===== config.mk =====
export PLATFORM = sky130hd
export DESIGN_NAME = fp_normalizer
export DESIGN_NICKNAME = d
export VERILOG_FILES = /design/src/rtl/fp_normalizer.sv
export SDC_FILE = /design/constraint.sdc
export NUM_CORES = 1
export LEC_CHECK = 0
export CAP_MARGIN = 40
export CORE_MARGIN = 3
export CORE_UTILIZATION = 48
export DETAILED_ROUTE_END_ITERATION = 8
export PLACE_DENSITY = 0.77
export SLEW_MARGIN = 20
export SYNTH_ARGS = -nofsm -noshare
export SYNTH_HDL_FRONTEND = slang
export SYNTH_SLANG_ARGS = --single-unit

===== constraint.sdc =====
create_clock -name clk -period 3.1 [get_ports clk]
set_input_delay 0.93 -clock clk [delete_from_list [all_inputs] [get_ports clk]]
set_output_delay 0.93 -clock clk [all_outputs]
set_load 0.01 [all_outputs]

===== src/rtl/fp_normalizer.sv =====
// ============================================================================
// fp_normalizer : serial leading-one scan driving an external barrel shifter
// Revision      : 1.0
// ============================================================================
`default_nettype none

module fp_normalizer #(
   parameter int MW = 8,
   parameter int EW = 4
) (
   input  logic                   clk,
   input  logic                   rst,
   input  logic                   in_valid,
   output logic                   in_ready,
   input  logic [MW-1:0]          in_mant,
   input  logic [EW-1:0]          in_exp,
   output logic [MW-1:0]          sh_inp,
   output logic [$clog2(MW)-1:0]  sh_shamt,
   output logic                   sh_dir,
   input  logic [MW-1:0]          sh_out,
   output logic                   out_valid,
   input  logic                   out_ready,
   output logic [MW-1:0]          out_mant,
   output logic [EW-1:0]          out_exp,
   output logic                   out_zero,
   output logic                   out_uflow
);

   localparam int SW = $clog2(MW);

   typedef enum logic [1:0] {
      IDLE  = 2'd0,
      SCAN  = 2'd1,
      SHIFT = 2'd2,
      DONE  = 2'd3
   } state_t;

   state_t         state;
   state_t         state_nx;
   logic [MW-1:0]  mant_r;
   logic [EW-1:0]  exp_r;
   logic [SW-1:0]  lzc;
   logic [SW-1:0]  ptr;
   logic           uflow;
   logic [SW-1:0]  amt;
   logic [EW-1:0]  new_exp;

   // Clamping the shift to the exponent keeps new_exp from wrapping below zero.
   assign uflow   = EW'(lzc) > exp_r;
   assign amt     = uflow ? exp_r[SW-1:0] : lzc;
   assign new_exp = exp_r - EW'(amt);

   always_ff @(posedge clk) begin
      if (rst) begin
         state     <= IDLE;
         mant_r    <= '0;
         exp_r     <= '0;
         lzc       <= '0;
         ptr       <= '0;
         out_mant  <= '0;
         out_exp   <= '0;
         out_zero  <= 1'b0;
         out_uflow <= 1'b0;
      end else begin
         state <= state_nx;
         case (state)
            IDLE: begin
               if (in_valid) begin
                  mant_r <= in_mant;
                  exp_r  <= in_exp;
                  lzc    <= '0;
                  ptr    <= SW'(MW - 1);
               end
            end
            SCAN: begin
               if (!mant_r[ptr]) begin
                  if (ptr != '0) begin
                     lzc <= lzc + SW'(1);
                     ptr <= ptr - SW'(1);
                  end else begin
                     out_mant  <= '0;
                     out_exp   <= '0;
                     out_zero  <= 1'b1;
                     out_uflow <= 1'b0;
                  end
               end
            end
            SHIFT: begin
               out_mant  <= sh_out;
               out_exp   <= new_exp;
               out_zero  <= 1'b0;
               out_uflow <= uflow;
            end
            default: ;
         endcase
      end
   end

   always_comb begin
      state_nx  = state;
      in_ready  = 1'b0;
      out_valid = 1'b0;
      sh_inp    = '0;
      sh_shamt  = '0;
      sh_dir    = 1'b0;
      case (state)
         IDLE: begin
            in_ready = 1'b1;
            if (in_valid) state_nx = SCAN;
         end
         SCAN: begin
            if (mant_r[ptr])      state_nx = SHIFT;
            else if (ptr == '0)   state_nx = DONE;
         end
         SHIFT: begin
            sh_inp   = mant_r;
            sh_shamt = amt;
            sh_dir   = 1'b1;
            state_nx = DONE;
         end
         DONE: begin
            out_valid = 1'b1;
            if (out_ready) state_nx = IDLE;
         end
         default: state_nx = IDLE;
      endcase
   end

endmodule

`default_nettype wire

==> impl_metrics.json <==
{
  "outcome": "finished, final reports clean",
  "holdPathStages": 2,
  "grt_pass1_wl_um": 6948,
  "grt_max_degree": 22,
  "cpPeakStageDelay_ps": 550,
  "worst_slack_ps": 54.53,
  "drc": 0,
  "cts_tree": "built",
  "cts_num_sinks": 34,
  "grt_pass1_vias": 1626,
  "syn_nets": 262,
  "critPathArrivalTime_ps": 2120,
  "area_growth_pct": 42.26,
  "cts-root-buf": "clkbuf_8",
  "async_flop_share_pct": 0,
  "maxSlewViolCount": 0,
  "yosysSeqAreaShare_pct": 36.32,
  "drt-total-wl_um": 4477,
  "relSlewSlack_pct": 53.04,
  "pwr_density_cell_nw_per_um2": 703.4,
  "setup_viol": 0,
  "post-place-ws_ps": -205.8,
  "fin_worst_skew_ps": 8.417,
  "fmax_ghz": 0.3284,
  "globalRouteOverflowTotal": 0,
  "most-common-layout-cells": "clkdlybuf4s50_1, nand2_1, dfxtp_1, a21oi_1, buf_4",
  "place_hpwl_um": 3132,
  "final-seq-area_um2": 684.4,
  "placementRows": 22,
  "fin_util_pct": 71.75,
  "yosys_most_used_dff": "dfxtp_1",
  "multi_input_area_um2": 1125,
  "cp_num_buf_inv": 1,
  "htreeDepth": 2,
  "drtPass1Iterations": 4,
  "finalCriticalPeriod_ps": 3045,
  "synth_area_um2": 1874,
  "max-vdd-ir-drop_mv": 0.3796,
  "crit_cells": 6,
  "io_buffers": 51,
  "synth-seq-cells": 34,
  "path_cells": "ha_4 -> and3_4 -> or4_4 -> mux2i_2 -> and2_1 -> buf_2",
  "p_leak_uw": 0.001008,
  "n_antenna_cell": 0,
  "core_area_um2": 3716,
  "drv_cap": 0,
  "avgSynthCellArea_um2": 8.367,
  "hp-class": "reg2reg",
  "viasPerCell": 5.149,
  "clk_pin_slew_ps": 70,
  "synth_edf_count": 0,
  "path_class": "reg2out",
  "slowest_stage": "or4_4",
  "total_power_uw": 1875,
  "worst-path-max-fanout": 4,
  "fin_area_um2": 2666,
  "antenna_found_initial": 0,
  "whs_ps": 450.8,
  "fp.dieH_um": 68.49,
  "detail-route-antenna-nets": 0,
  "place_congestion": 0.8240,
  "yosys_warnings": 0,
  "fillCellCount": 314,
  "dieArea_um2": 4691,
  "clkLatencyLatePin_ps": 290,
  "ios": 52,
  "cts_buffers": 5,
  "wire_per_inst_um": 13.32,
  "num_vias": 1730,
  "cpLargestDelayFamily": "simple AND/OR/NAND/NOR gates",
  "syn_inst": 224,
  "reg2regPathDepth": 9,
  "placed_area_um2": 2510,
  "worstMarginPinSlew_ps": 704.5,
  "cp.required_ps": 2170,
  "cts_buffer_depth": 2,
  "drive_gt1_share_pct": 15.97,
  "die_w_um": 68.49,
  "synth_cell_types": 46,
  "finish.net_count": 325,
  "grt_use_total_pct": 20.06,
  "end_kind": "output pin",
  "period_share_pct": 98.24,
  "worst_setup_path_start_kind": "register",
  "finalHoldViolations": 0,
  "layout_commonest_cell": "clkdlybuf4s50_1",
  "initial_utilization_pct": 50.44,
  "drt_iter0_drc": 122
}
## repair_timing
item,in CTS,in global routing
buffers inserted,0,1
hold buffers,0,0
pin swaps,1,4
resized for setup,11,11
setup endpoints to repair,3,3
## area by class of cell
class	count	share of cell area, %
clock inverter	2	1.408
timing repair buffer	68	23.37
clock buffer	6	2.722
tap	48	2.252
multi-input combinational	161	42.19
inverter	17	2.393
sequential	34	25.67
## routing by layer
layer / global-route usage [%] / up-vias / part of all wire, %
met4: 10.67 / 0 / 1.8
li1: - / 897 / -
met5: 0 / - / 0
met2: 34.33 / 52 / 48
met1: 22.37 / 774 / 43
met3: 5.673 / 7 / 6.7
## worst paths after layout
kind                       startpoint                  endpoint  slack [ps]
max               lzc[1]$_SDFFE_PP0P_               sh_shamt[0]          50
min          out_mant[4]$_SDFFE_PP0P_  out_mant[4]$_SDFFE_PP0P_         450
max reg2reg       lzc[1]$_SDFFE_PP0P_   out_exp[1]$_SDFFE_PP0P_         270
min reg2reg  out_mant[4]$_SDFFE_PP0P_  out_mant[4]$_SDFFE_PP0P_         450
## state kept, by name, indices dropped and copies added, names as in the netlist
| name | cells |
|---|---|
| exp_r | 4 |
| lzc | 3 |
| mant_r | 8 |
| out_exp | 4 |
| out_mant | 8 |
| out_uflow | 1 |
| out_zero | 1 |
| ptr | 3 |
| state | 2 |
## power breakdown
| part | internal (uW) | switching, uW |
|---|---|---|
| clock network | 240 | 165 |
| logic | 403 | 482 |
| registers | 510 | 76.2 |
## tightest hold or removal path, cell delays in order, from the launching register on
cell and delay, ps:
dfxtp_1 310, nand2_1 50, a21oi_1 50
## cells in the mapped netlist, types with 2 or more instances
master | instances | area share [%]
or3_1 | 3 | 1.0
a211oi_1 | 5 | 2.0
nor2_1 | 8 | 1.6
buf_2 | 2 | 0.53
and2_1 | 10 | 3.3
xnor2_1 | 2 | 0.93
inv_1 | 17 | 3.4
ha_1 | 13 | 8.7
nand2_1 | 37 | 7.4
a21oi_1 | 28 | 7.5
nand2b_1 | 3 | 1.0
clkbuf_1 | 8 | 1.6
mux2i_1 | 8 | 4.3
nor4_1 | 2 | 0.67
nor3_1 | 3 | 0.80
nor2b_1 | 2 | 0.67
o31ai_1 | 2 | 0.80
nand3b_1 | 2 | 0.80
nand3_1 | 9 | 2.4
dfxtp_1 | 34 | 36
## through the flow
stage               std cells  setup TNS, ps
floorplan                 224              0
global placement          327         -241.8
detailed placement        327         -408.2
CTS                       335              0
global route              336         -2.935
finish                    336              0
## logic make-up after synthesis
| logic type | after synthesis | share of synthesized area (%) |
|---|---|---|
| flip-flops | 34 | 36.31 |
| AO/OA/AOI/OAI | 47 | 16.56 |
| multiplexers | 9 | 5.474 |
| adder cells (fa/ha/maj) | 14 | 9.747 |
| XOR/XNOR | 3 | 1.402 |
| AND/OR/NAND/NOR | 88 | 24.17 |
| buffers and inverters | 29 | 6.342 |
Note: power is estimated with default switching activity, not from simulation.
